**config.mk**
```make
export PLATFORM = sky130hd
export DESIGN_NAME = conv_pass_sequencer
export DESIGN_NICKNAME = d
export VERILOG_FILES = /design/src/rtl/cnn_pkg.sv /design/src/rtl/mod_counter.sv /design/src/rtl/conv_pass_sequencer.sv
export SDC_FILE = /design/constraint.sdc
export NUM_CORES = 1
export LEC_CHECK = 0
export ABC_CLOCK_PERIOD_IN_PS = 4600
export BUFFER_PORTS_ARGS = -buffer_cell sky130_fd_sc_hd__buf_4
export CORE_ASPECT_RATIO = 0.75
export CORE_UTILIZATION = 45
export DETAILED_ROUTE_END_ITERATION = 10
export PLACE_DENSITY = 0.77
export SYNTH_ARGS = -nofsm -noshare
export SYNTH_HDL_FRONTEND = slang
export SYNTH_SLANG_ARGS = --single-unit
export TNS_END_PERCENT = 1
```
**constraint.sdc**
```tcl
create_clock -name clk -period 4.6 [get_ports clk]
set_clock_uncertainty 0.1 [all_clocks]
set_input_delay 0.92 -clock clk [delete_from_list [all_inputs] [get_ports clk]]
set_output_delay 0.92 -clock clk [all_outputs]
set_load 0.02 [all_outputs]
```
**src/rtl/cnn_pkg.sv**
```systemverilog
`default_nettype none
// cnn_pkg: shared state encoding and sizing constants for the convolution pass sequencer.

package cnn_pkg;
  localparam int FILT_LEN = 16;
  localparam int ADDR_W   = 9;
  localparam int IDX_W    = 4;

  typedef enum logic [2:0] {
    S_IDLE      = 3'd0,
    S_LOAD_FILT = 3'd1,
    S_LOAD_WIN  = 3'd2,
    S_MAC       = 3'd3,
    S_WRITE     = 3'd4,
    S_DONE      = 3'd5
  } state_t;
endpackage

`default_nettype wire

```
**src/rtl/mod_counter.sv**
```systemverilog
`default_nettype none
// mod_counter: modulus-MOD up counter with enable, synchronous clear and terminal-count flag.

module mod_counter #(
  parameter int MOD = 16,
  parameter int W   = 4
) (
  input  logic         clk,
  input  logic         rst_n,
  input  logic         clr,
  input  logic         en,
  output logic [W-1:0] count,
  output logic         tc
);

  assign tc = (count == W'(MOD - 1));

  always_ff @(posedge clk or negedge rst_n) begin
    if (!rst_n) begin
      count <= '0;
    end else if (clr) begin
      count <= '0;
    end else if (en) begin
      count <= tc ? '0 : count + 1'b1;
    end
  end

endmodule

`default_nettype wire

```
**src/rtl/conv_pass_sequencer.sv**
```systemverilog
`default_nettype none
// conv_pass_sequencer: filter load, window fill, MAC and OFM write scheduler for P PEs.
// Optional stall counter enabled by defining CONV_PASS_SEQ_PERF_EN.

module conv_pass_sequencer
  import cnn_pkg::*;
#(
  parameter int P      = 4,
  parameter int N_WIN  = 8,
  parameter int STRIDE = 1
) (
  input  logic              clk,
  input  logic              rst_n,
  input  logic              start,
  output logic              done,
  output logic              busy,
  output logic              mem_rd,
  input  logic              mem_ack,
  output logic [ADDR_W-1:0] ifm_addr,
  output logic [ADDR_W-1:0] filt_addr,
  output logic [ADDR_W-1:0] ofm_addr,
  output logic [IDX_W-1:0]  elem_idx,
  output logic              filt_we,
  output logic [P-1:0]      win_we,
  output logic              mac_en,
  output logic              mac_rst,
  output logic              ofm_write,
  output logic [3:0]        ofm_sel,
  output logic [15:0]       stall_cycles
);

  localparam int PW = (P > 1) ? $clog2(P) : 1;
  localparam int WW = $clog2(N_WIN + 1);

  state_t          state;
  logic [WW-1:0]   w;
  logic [IDX_W-1:0] elem_cnt;
  logic [PW-1:0]   p_cnt;
  logic [PW-1:0]   wr_cnt;
  logic            elem_tc;
  logic            p_tc;
  logic            wr_tc;
  logic            job_go;
  logic            acked;

  assign job_go = (state == S_IDLE) && start;
  assign acked  = mem_rd && mem_ack;

  mod_counter #(.MOD(FILT_LEN), .W(IDX_W)) u_elem (
    .clk(clk), .rst_n(rst_n), .clr(job_go),
    .en(acked || (state == S_MAC)),
    .count(elem_cnt), .tc(elem_tc)
  );

  mod_counter #(.MOD(P), .W(PW)) u_pe (
    .clk(clk), .rst_n(rst_n), .clr(job_go),
    .en((state == S_LOAD_WIN) && mem_ack && elem_tc),
    .count(p_cnt), .tc(p_tc)
  );

  mod_counter #(.MOD(P), .W(PW)) u_wr (
    .clk(clk), .rst_n(rst_n), .clr(job_go),
    .en(state == S_WRITE),
    .count(wr_cnt), .tc(wr_tc)
  );

  always_ff @(posedge clk or negedge rst_n) begin
    if (!rst_n) begin
      state <= S_IDLE;
      w     <= '0;
    end else begin
      case (state)
        S_IDLE: if (start) begin
          state <= S_LOAD_FILT;
          w     <= '0;
        end
        S_LOAD_FILT: if (mem_ack && elem_tc) state <= S_LOAD_WIN;
        S_LOAD_WIN:  if (mem_ack && elem_tc && p_tc) state <= S_MAC;
        S_MAC:       if (elem_tc) state <= S_WRITE;
        S_WRITE: if (wr_tc) begin
          w     <= w + WW'(P);
          state <= (int'(w) + P == N_WIN) ? S_DONE : S_LOAD_WIN;
        end
        S_DONE:  state <= S_IDLE;
        default: state <= S_IDLE;
      endcase
    end
  end

  // Decodes of registered state/counters; only the buffer write strobes see mem_ack.
  assign busy      = (state != S_IDLE);
  assign done      = (state == S_DONE);
  assign mem_rd    = (state == S_LOAD_FILT) || (state == S_LOAD_WIN);
  assign mac_rst   = (state == S_LOAD_WIN);
  assign mac_en    = (state == S_MAC);
  assign ofm_write = (state == S_WRITE);
  assign elem_idx  = elem_cnt;
  assign filt_addr = (state == S_LOAD_FILT) ? ADDR_W'(elem_cnt) : '0;
  assign ifm_addr  = (state == S_LOAD_WIN)
                   ? ADDR_W'((int'(w) + int'(p_cnt)) * STRIDE + int'(elem_cnt)) : '0;
  assign ofm_addr  = (state == S_WRITE) ? ADDR_W'(int'(w) + int'(wr_cnt)) : '0;
  assign ofm_sel   = (state == S_WRITE) ? 4'(wr_cnt) : '0;
  assign filt_we   = (state == S_LOAD_FILT) && mem_ack;
  assign win_we    = ((state == S_LOAD_WIN) && mem_ack) ? (P'(1) << p_cnt) : '0;

`ifdef CONV_PASS_SEQ_PERF_EN
  always_ff @(posedge clk or negedge rst_n) begin
    if (!rst_n) begin
      stall_cycles <= '0;
    end else if (job_go) begin
      stall_cycles <= '0;
    end else if (mem_rd && !mem_ack && (stall_cycles != 16'hFFFF)) begin
      stall_cycles <= stall_cycles + 16'd1;
    end
  end
`else
  assign stall_cycles = '0;
`endif

endmodule

`default_nettype wire

```
# Word-level counts from Yosys, hierarchy flattened

Cells that the tools add are included.

Register bits: 15
Input port bits: 4

$add $sub $neg: 8
Equality and inequality tests: 14
Shift-type cells: 1
Mux-type cells: 24
Reductions and logical operators: 17

Operators with widths:

| kind                | count |
|---|---|
| $mux 4              | 7 |
| $mux 3              | 6 |
| $pmux 3 s5          | 1 |
| $mux 2              | 7 |
| $add 4x2->5         | 2 |
| $pmux 4 s2          | 1 |
| $reduce_bool 2->1   | 4 |
| $logic_and 1x1->1   | 7 |
| $add 5x4->6         | 1 |
| $eq 3x2->1 const B  | 2 |
| $eq 3x3->1 const B  | 2 |
| $mux 6              | 1 |
| $ne 2x1->1 const B  | 3 |
| $add 4x3->5 const B | 1 |
| $eq 5x4->1 const B  | 1 |
| $mux 5              | 1 |
| $reduce_and 5->1    | 1 |
| $add 2x1->2 const B | 2 |
| $add 4x1->4 const B | 1 |
| $add 4x3->4 const B | 1 |
| $eq 2x2->1 const B  | 2 |
| $eq 4x4->1 const B  | 1 |
| $ne 2x2->1 const B  | 2 |
| $shl 1x2->4 const A | 1 |
| 5 further kinds     | 6 |

# Depth between registers and ports, before layout

Gate-level depths: netlist of the first run.

Depth in word-level cells: 6
Gate-level depth with buffers: 6
Depth with buffers taken out: 6

# Hierarchy

Synthesis of the first run repeated with hierarchy kept, for this count alone.

Cell total of the unflattened synthesis: 166
Area total of the unflattened synthesis: 1388.8 um2

Modules (own cells, without submodules):

| module                  | instances | cells each | area each (um2) | seq. area each (um2) |
|---|---|---|---|---|
| conv_pass_sequencer     | 1         | 130        | 982.2           | 125.1 |
| mod_counter at u_elem   | 1         | 20         | 206.4           | 100.1 |
| mod_counter at u_pe ... | 2         | 8          | 100.1           | 50.0 |

# Worst setup path before layout of the first run

Ideal clock, no wire load.

Path type: flip-flop to output port
Start: register u_elem.count[1]
End: output ifm_addr[3]
Arrival: 2.031 ns
Slack: 1.549 ns
Cell stages (with the launch flop): 7
Buffers on the path: 0
Cells stage by stage: dfrtp_1 ha_1 ha_1 inv_1 fa_1 nor2b_1 nor3b_1

Word-level cells in the longest chain between the ends: 2

Ends and longest elaborated chain:

| what                   | RTL line                   | source |
|---|---|---|
| from (decl)            | mod_counter.sv:12          | `output logic [W-1:0] count,` |
| from (signal assigned) | mod_counter.sv:24          | `count <= tc ? '0 : count + 1'b1;` |
| $add 5x4->6            | conv_pass_sequencer.sv:100 | `? ADDR_W'((int'(w) + int'(p_cnt)) * STRIDE + int'(elem_cnt)) : '0;` |
| $mux 6                 | conv_pass_sequencer.sv:100 |  |
| to (decl)              | conv_pass_sequencer.sv:19  | `output logic [ADDR_W-1:0] ifm_addr,` |

No other way between the ends.

# Worst setup path after layout of the first run

Ends and elaborated chain as after synthesis.

==> results_dict.tcl, run 1 <==
set metrics [dict create \
    end_kind "primary output" \
    synth_common_cells "buf_4, ha_1, and2_1" \
    cp-start-kind "flip-flop" \
    ctsResizeCount 0 \
    io_buffers 34 \
    synth-seq-area-share_pct 21.8 \
    cts_tree "yes" \
    path_clk_slew_ns 0.05 \
    finalSetupViolCount 0 \
    critical_path_class "reg2out" \
    hpwlAfterDp_um 2270 \
    grt_pass1_wl_um 4700 \
    slew_headroom_pct 55.3 \
    dr.pass1.iters 4 \
    clockRootBuffer "clkbuf_8" \
    drive_above_1_share_pct 22.4 \
    yosys.area.top_type_share_pct 21.8 \
    rrSetupSlack_ns 2.48 \
    drv_cap 0 \
    power_switching_mw 0.318 \
    dr.first_iter.drc_count 44 \
    synthTopCellsByArea "dfrtp_1, buf_4, ha_1" \
    tns_ns 0 \
    grt_max_degree 20 \
    core-area_mm2 0.00304 \
    post-route-period-util_pct 67.3 \
    post-synth-top-count-cell "buf_4" \
    ys.flop_type "dfrtp_1" \
    grt_usage_pct 17.7 \
    leakagePower_nw 0.925 \
    avgSynthCellArea_um2 8.71 \
    hold-worst-slack_ns 0.416 \
    finalHoldViolCount 0 \
    syn2layout_area_growth_pct 13.4 \
    synth-edff-count 0 \
    routabilityCongestion 0.787 \
    die_y_um 51.8 \
    critical_path_required_ns 3.58 \
    post_cts.repair.setup_buffers 0 \
    h-tree-depth 1 \
    cp.arrival_ns 2.08 \
    rsz0062_at_grt "false" \
    grt_overflow 0 \
    vias 1175 \
    ys_types 45 \
    p_total_mw 0.680 \
    layout.nets 223 \
    antenna_found_initial 0 \
    pwr-share-seq_pct 29.1 \
    clockPowerShare_pct 14.6 \
    slew_violations 0 \
    ys_async_sr_fraction_pct 100 \
    cts_hold_buf 0 \
    clk-insertion-delay-late_ns 0.24 \
    n_antenna_cell 0 \
    rr_endpoint "u_pe.count[1]" \
    clockBufferDepth 2 \
    die_w_um 68.4 \
    synth_top_area_cell "dfrtp_1" \
    synth-seq-cells 13 \
    initial_core_util_pct 49.0 \
    min_path_type "in2async" \
    ant_nets 0 \
    finalCriticalPeriod_ns 3.10 \
    syn-instance-count 171 \
    r2r_start "state[1]" \
    vias_per_cell 4.92 \
    routed_wl_um 2920 \
    ff2ff_path_depth 3 \
    clock_sinks 13 \
    drc 0 \
    rows 17 \
    clock.fmax_ghz 0.323 \
    ir_worst_vdd_mv 0.249 \
    power.density_mw_per_mm2 403 \
    pin_count 66 \
    wl_per_cell_um 12.2 \
    synth_area_mm2 0.00149 \
    p_comb_share_pct 56.3 \
    first_global_vias 980 \
    internal_power_mw 0.362 \
    ys_warn_count 0 \
    status "finished clean" \
    worst_pin_slew_ns 0.668 \
    die_area_mm2 0.00355 \
    cts_made_buffers 3 \
    startpoint "u_elem.count[1]" \
    path_max_fanout 7 \
    switching_share_pct 46.8 \
]
## how the worst max path moves through the flow
stage                             end  cells past startpoint
after floorplan           ifm_addr[3]                      6
after global placement    ifm_addr[3]                      7
after detailed placement  ifm_addr[3]                      7
after CTS                 ifm_addr[3]                      7
after global routing      ifm_addr[3]                      7
final                     ifm_addr[3]                      7
## power groups by stage
stage / combinational (mW) / clock, mW / sequential, mW
floorplan: 0.278 / 0 / 0.189
global placement: 0.381 / 0 / 0.198
detailed placement: 0.384 / 0 / 0.198
CTS: 0.386 / 0.104 / 0.196
global route: 0.420 / 0.109 / 0.205
finish: 0.383 / 0.0992 / 0.198
## layout make-up
class,count,area [um^2]
inverters,12,45.0
repair buffers,34,255
well taps,38,47.5
multi-input cells,138,970
flip-flops and latches,13,325
fillers,296,1350
clock buffers,4,45.0
## placed cells by master (no fill, tap or decap), types with 5 or more instances in the layout
master	instances
and3_1	7
nor2_1	5
nor2b_1	7
inv_1	11
ha_1	16
nand3_1	5
conb_1	31
buf_4	34
and2_1	14
dfrtp_1	13
a21oi_1	6
## stage by stage
| step | util (%) | cells | cell area [um^2] | worst slack (ns) |
|---|---|---|---|---|
| floorplan | - | 201 | 1600 | 1.55 |
| global placement | 54.0 | 235 | 1640 | 1.81 |
| detailed placement | 54.0 | 235 | 1640 | 1.76 |
| CTS | 55.5 | 239 | 1690 | 1.50 |
| global route | 55.5 | 239 | 1690 | 1.38 |
| finish | 55.5 | 239 | 1690 | 1.50 |
## logic make-up after synthesis
logic type	Yosys count	synth area share, %
multiplexers	5	3.61
adder cells (fa/ha/maj)	18	15.5
other	1	0.252
AO/OA/AOI/OAI	28	13.5
AND/OR/NAND/NOR	54	23.4
flip-flops	13	21.8
buffers and inverters	50	20.6
XOR/XNOR	2	1.18
## worst max-delay path, stage by stage, from the launching register on
cell and delay [ns]:
dfrtp_1 0.45, ha_1 0.32, ha_1 0.16, inv_1 0.05, fa_1 0.37, nor2b_1 0.14
nor3b_1 0.18, buf_4 0.17
## registers in the layout, summed over array words and instances (netlist names)
name,count
w,2
state,3
u_wr.count,2
u_elem.count,4
u_pe.count,2
## per-layer routing
metal  routed length (um)  GRT usage (%)  vias to the layer above
met5                    0              0                        -
met2                 1320           26.3                       34
met1                 1430           25.8                      553
met3                  156           4.61                        2
met4                   10           3.13                        0
li1                     -              -                      586
No activity file was read; power rests on OpenSTA's default activity.
==> inputs of run 2 (changes only) <==
ABC_AREA = 1   (was default)
ABC_CLOCK_PERIOD_IN_PS = 3000   (was 4600)
clock period = 3 ns   (was 4.6 ns; I/O delays follow)
==> results_dict.tcl, run 2 <==
set metrics [dict create \
    status "finished clean" \
    tns_ns 0 \
    clock_sinks 13 \
    critPathSlowestCell "dfrtp_1" \
    antenna_found_initial 0 \
    critical_path_class "reg2out" \
    ff2ff_path_depth 8 \
    max_stage_delay_ns 0.45 \
    finalHoldViolCount 0 \
    layout.nets 262 \
    layout_common_cells "inv_1, buf_4, conb_1, nand2_1, nor2_1" \
    crit_cells 8 \
    grt_usage_pct 17.3 \
    vias 1205 \
    synth_top_area_cell "dfrtp_1" \
    grt_max_degree 14 \
    cts_hold_buf 0 \
    io_buffers 34 \
    synth_area_mm2 0.00144 \
    clockBufferDepth 2 \
    cts_tree "yes" \
    ir_worst_vdd_mv 0.558 \
    cp-start-kind "flip-flop" \
    die_w_um 67.3 \
    drc 0 \
    yosys.area.top_type_share_pct 22.6 \
    end_kind "primary output" \
    vias_per_cell 4.33 \
    synth-seq-cells 13 \
    die_y_um 51.0 \
    power.density_mw_per_mm2 787 \
    clockRootBuffer "clkbuf_8" \
    cp.buffers_inverters 3 \
    synth_common_cells "inv_1, buf_4, nand2_1" \
    clock.fmax_ghz 0.364 \
    routed_wl_um 2790 \
    drive_above_1_share_pct 23.3 \
    ys.flop_type "dfrtp_1" \
    rows 17 \
    reg_top3 "u_elem.count: 4 flops, state: 3 flops" \
    multiInputGateArea_um2 837 \
    ant_nets 0 \
    die_area_mm2 0.00343 \
    largest_register "u_elem.count" \
    ys_types 27 \
    min_path_type "in2async" \
    slew_violations 0 \
    post-synth-top-count-cell "inv_1" \
    n_antenna_cell 0 \
    h-tree-depth 1 \
    utilization_pct 55.8 \
    pin_count 66 \
    hpwlAfterDp_um 2320 \
    core-area_mm2 0.00300 \
    post_cts.repair.setup_buffers 0 \
    initial_core_util_pct 48.0 \
    clk-insertion-delay-late_ns 0.25 \
    post-route-period-util_pct 91.6 \
    synth-seq-area-share_pct 22.6 \
    drv_cap 0 \
    ctsResizeCount 0 \
    first_global_vias 948 \
    grt_overflow 0 \
    path_max_fanout 6 \
    seq_area_um2 325 \
    leakagePower_nw 0.975 \
    wl_per_cell_um 10.0 \
    dr.first_iter.drc_count 29 \
    largest_reg_flops 4 \
    cp.arrival_ns 2.05 \
    syn2layout_area_growth_pct 16.2 \
    finalCriticalPeriod_ns 2.75 \
    routabilityCongestion 0.855 \
    path_clk_slew_ns 0.06 \
    ys_warn_count 0 \
    synthTopCellsByArea "dfrtp_1, buf_4, ha_1" \
    cts_made_buffers 3 \
    n_fill_cell 295 \
    critical_path_required_ns 2.30 \
    synth-edff-count 0 \
    ys_async_sr_fraction_pct 100 \
    dr.pass1.iters 4 \
    syn-instance-count 202 \
    finalSetupViolCount 0 \
    crit_family "adder cells" \
    rsz0062_at_grt "false" \
    path_cells "ha_1 -> ha_1 -> inv_1 -> fa_1 -> inv_1 -> a21oi_1 -> nor3_1 -> buf_4" \
    grt_pass1_wl_um 4400 \
    avgSynthCellArea_um2 7.13 \
]
==> run 2: cell types whose count changed after synthesis, sizes merged, moves of 4 or more <==
cell,before,now
and3,7,0
nor3b,4,0
nand3,5,17
and2,14,0
inv,12,38
o21ai,4,9
nor2b,7,0
nor2,5,29
buf,35,31
nand2,3,33
==> run 2: metrics by stage <==
stage | hold WS, ns | setup slack, ns | instances | cell area, um^2 | total power [mW]
final | 0.0901 | 0.252 | 278 | 1670 | 1.32
after CTS | 0.0939 | 0.256 | 278 | 1670 | 1.32
after global routing | 0.0911 | 0.153 | 278 | 1670 | 1.43
after detailed placement | 0.361 | 0.544 | 274 | 1630 | 1.15
after global placement | 0.358 | 0.570 | 274 | 1630 | 1.15
after floorplan | 0.204 | 0.367 | 232 | 1550 | 0.932
==> run 2: final cells by class <==
cell class	count	area share, %
clock buffers	3	2.47
inverters	39	9.20
repair buffers	35	15.7
clock inverters	1	0.299
flip-flops and latches	13	19.4
well taps	38	2.84
multi-input cells	149	50.0
==> run 2: power breakdown <==
part | internal, mW | switching [mW]
clock | 0.0919 | 0.0691
combinational | 0.300 | 0.532
sequential | 0.231 | 0.0926
total | 0.623 | 0.694
==> run 2: kinds of logic (layout without fill, tap and decap cells) <==
group | after synthesis | count (layout) | share of synthesized area, %
flops | 13 | 13 | 22.6
fa+ha+maj | 17 | 17 | 15.3
other cells | 1 | 31 | 0.260
buf+inv | 70 | 78 | 27.1
compound gates | 17 | 17 | 6.17
xor+xnor | 2 | 2 | 1.22
simple gates | 82 | 82 | 27.4
==> run 2: per-layer routing <==
layer,vias up,wire [um],GRT usage [%]
li1,639,-,-
met1,527,1430,27.4
met2,39,1180,23.2
met3,0,183,4.69
met4,0,0,2.13
met5,-,0,0
==> run 2: worst register-to-register path: cells and delay by family, from the launching register on <==
family	cells	cell delay, ns
fa+ha+maj	1	0.25
buf+inv	1	0.14
flops	1	0.46
simple gates	6	0.51
==> run 2: final timing paths <==
check,start,to,slack (ns)
setup / recovery,u_elem.count[1],ifm_addr[5],0.25
hold / removal,rst_n,u_wr.count[0],0.09
setup reg to reg,u_elem.count[0],state[0],1.43
hold reg to reg,u_wr.count[0],u_wr.count[0],0.48
max in group asynchronous,rst_n,w[3],2.54
min in group clk,u_wr.count[0],u_wr.count[0],0.48
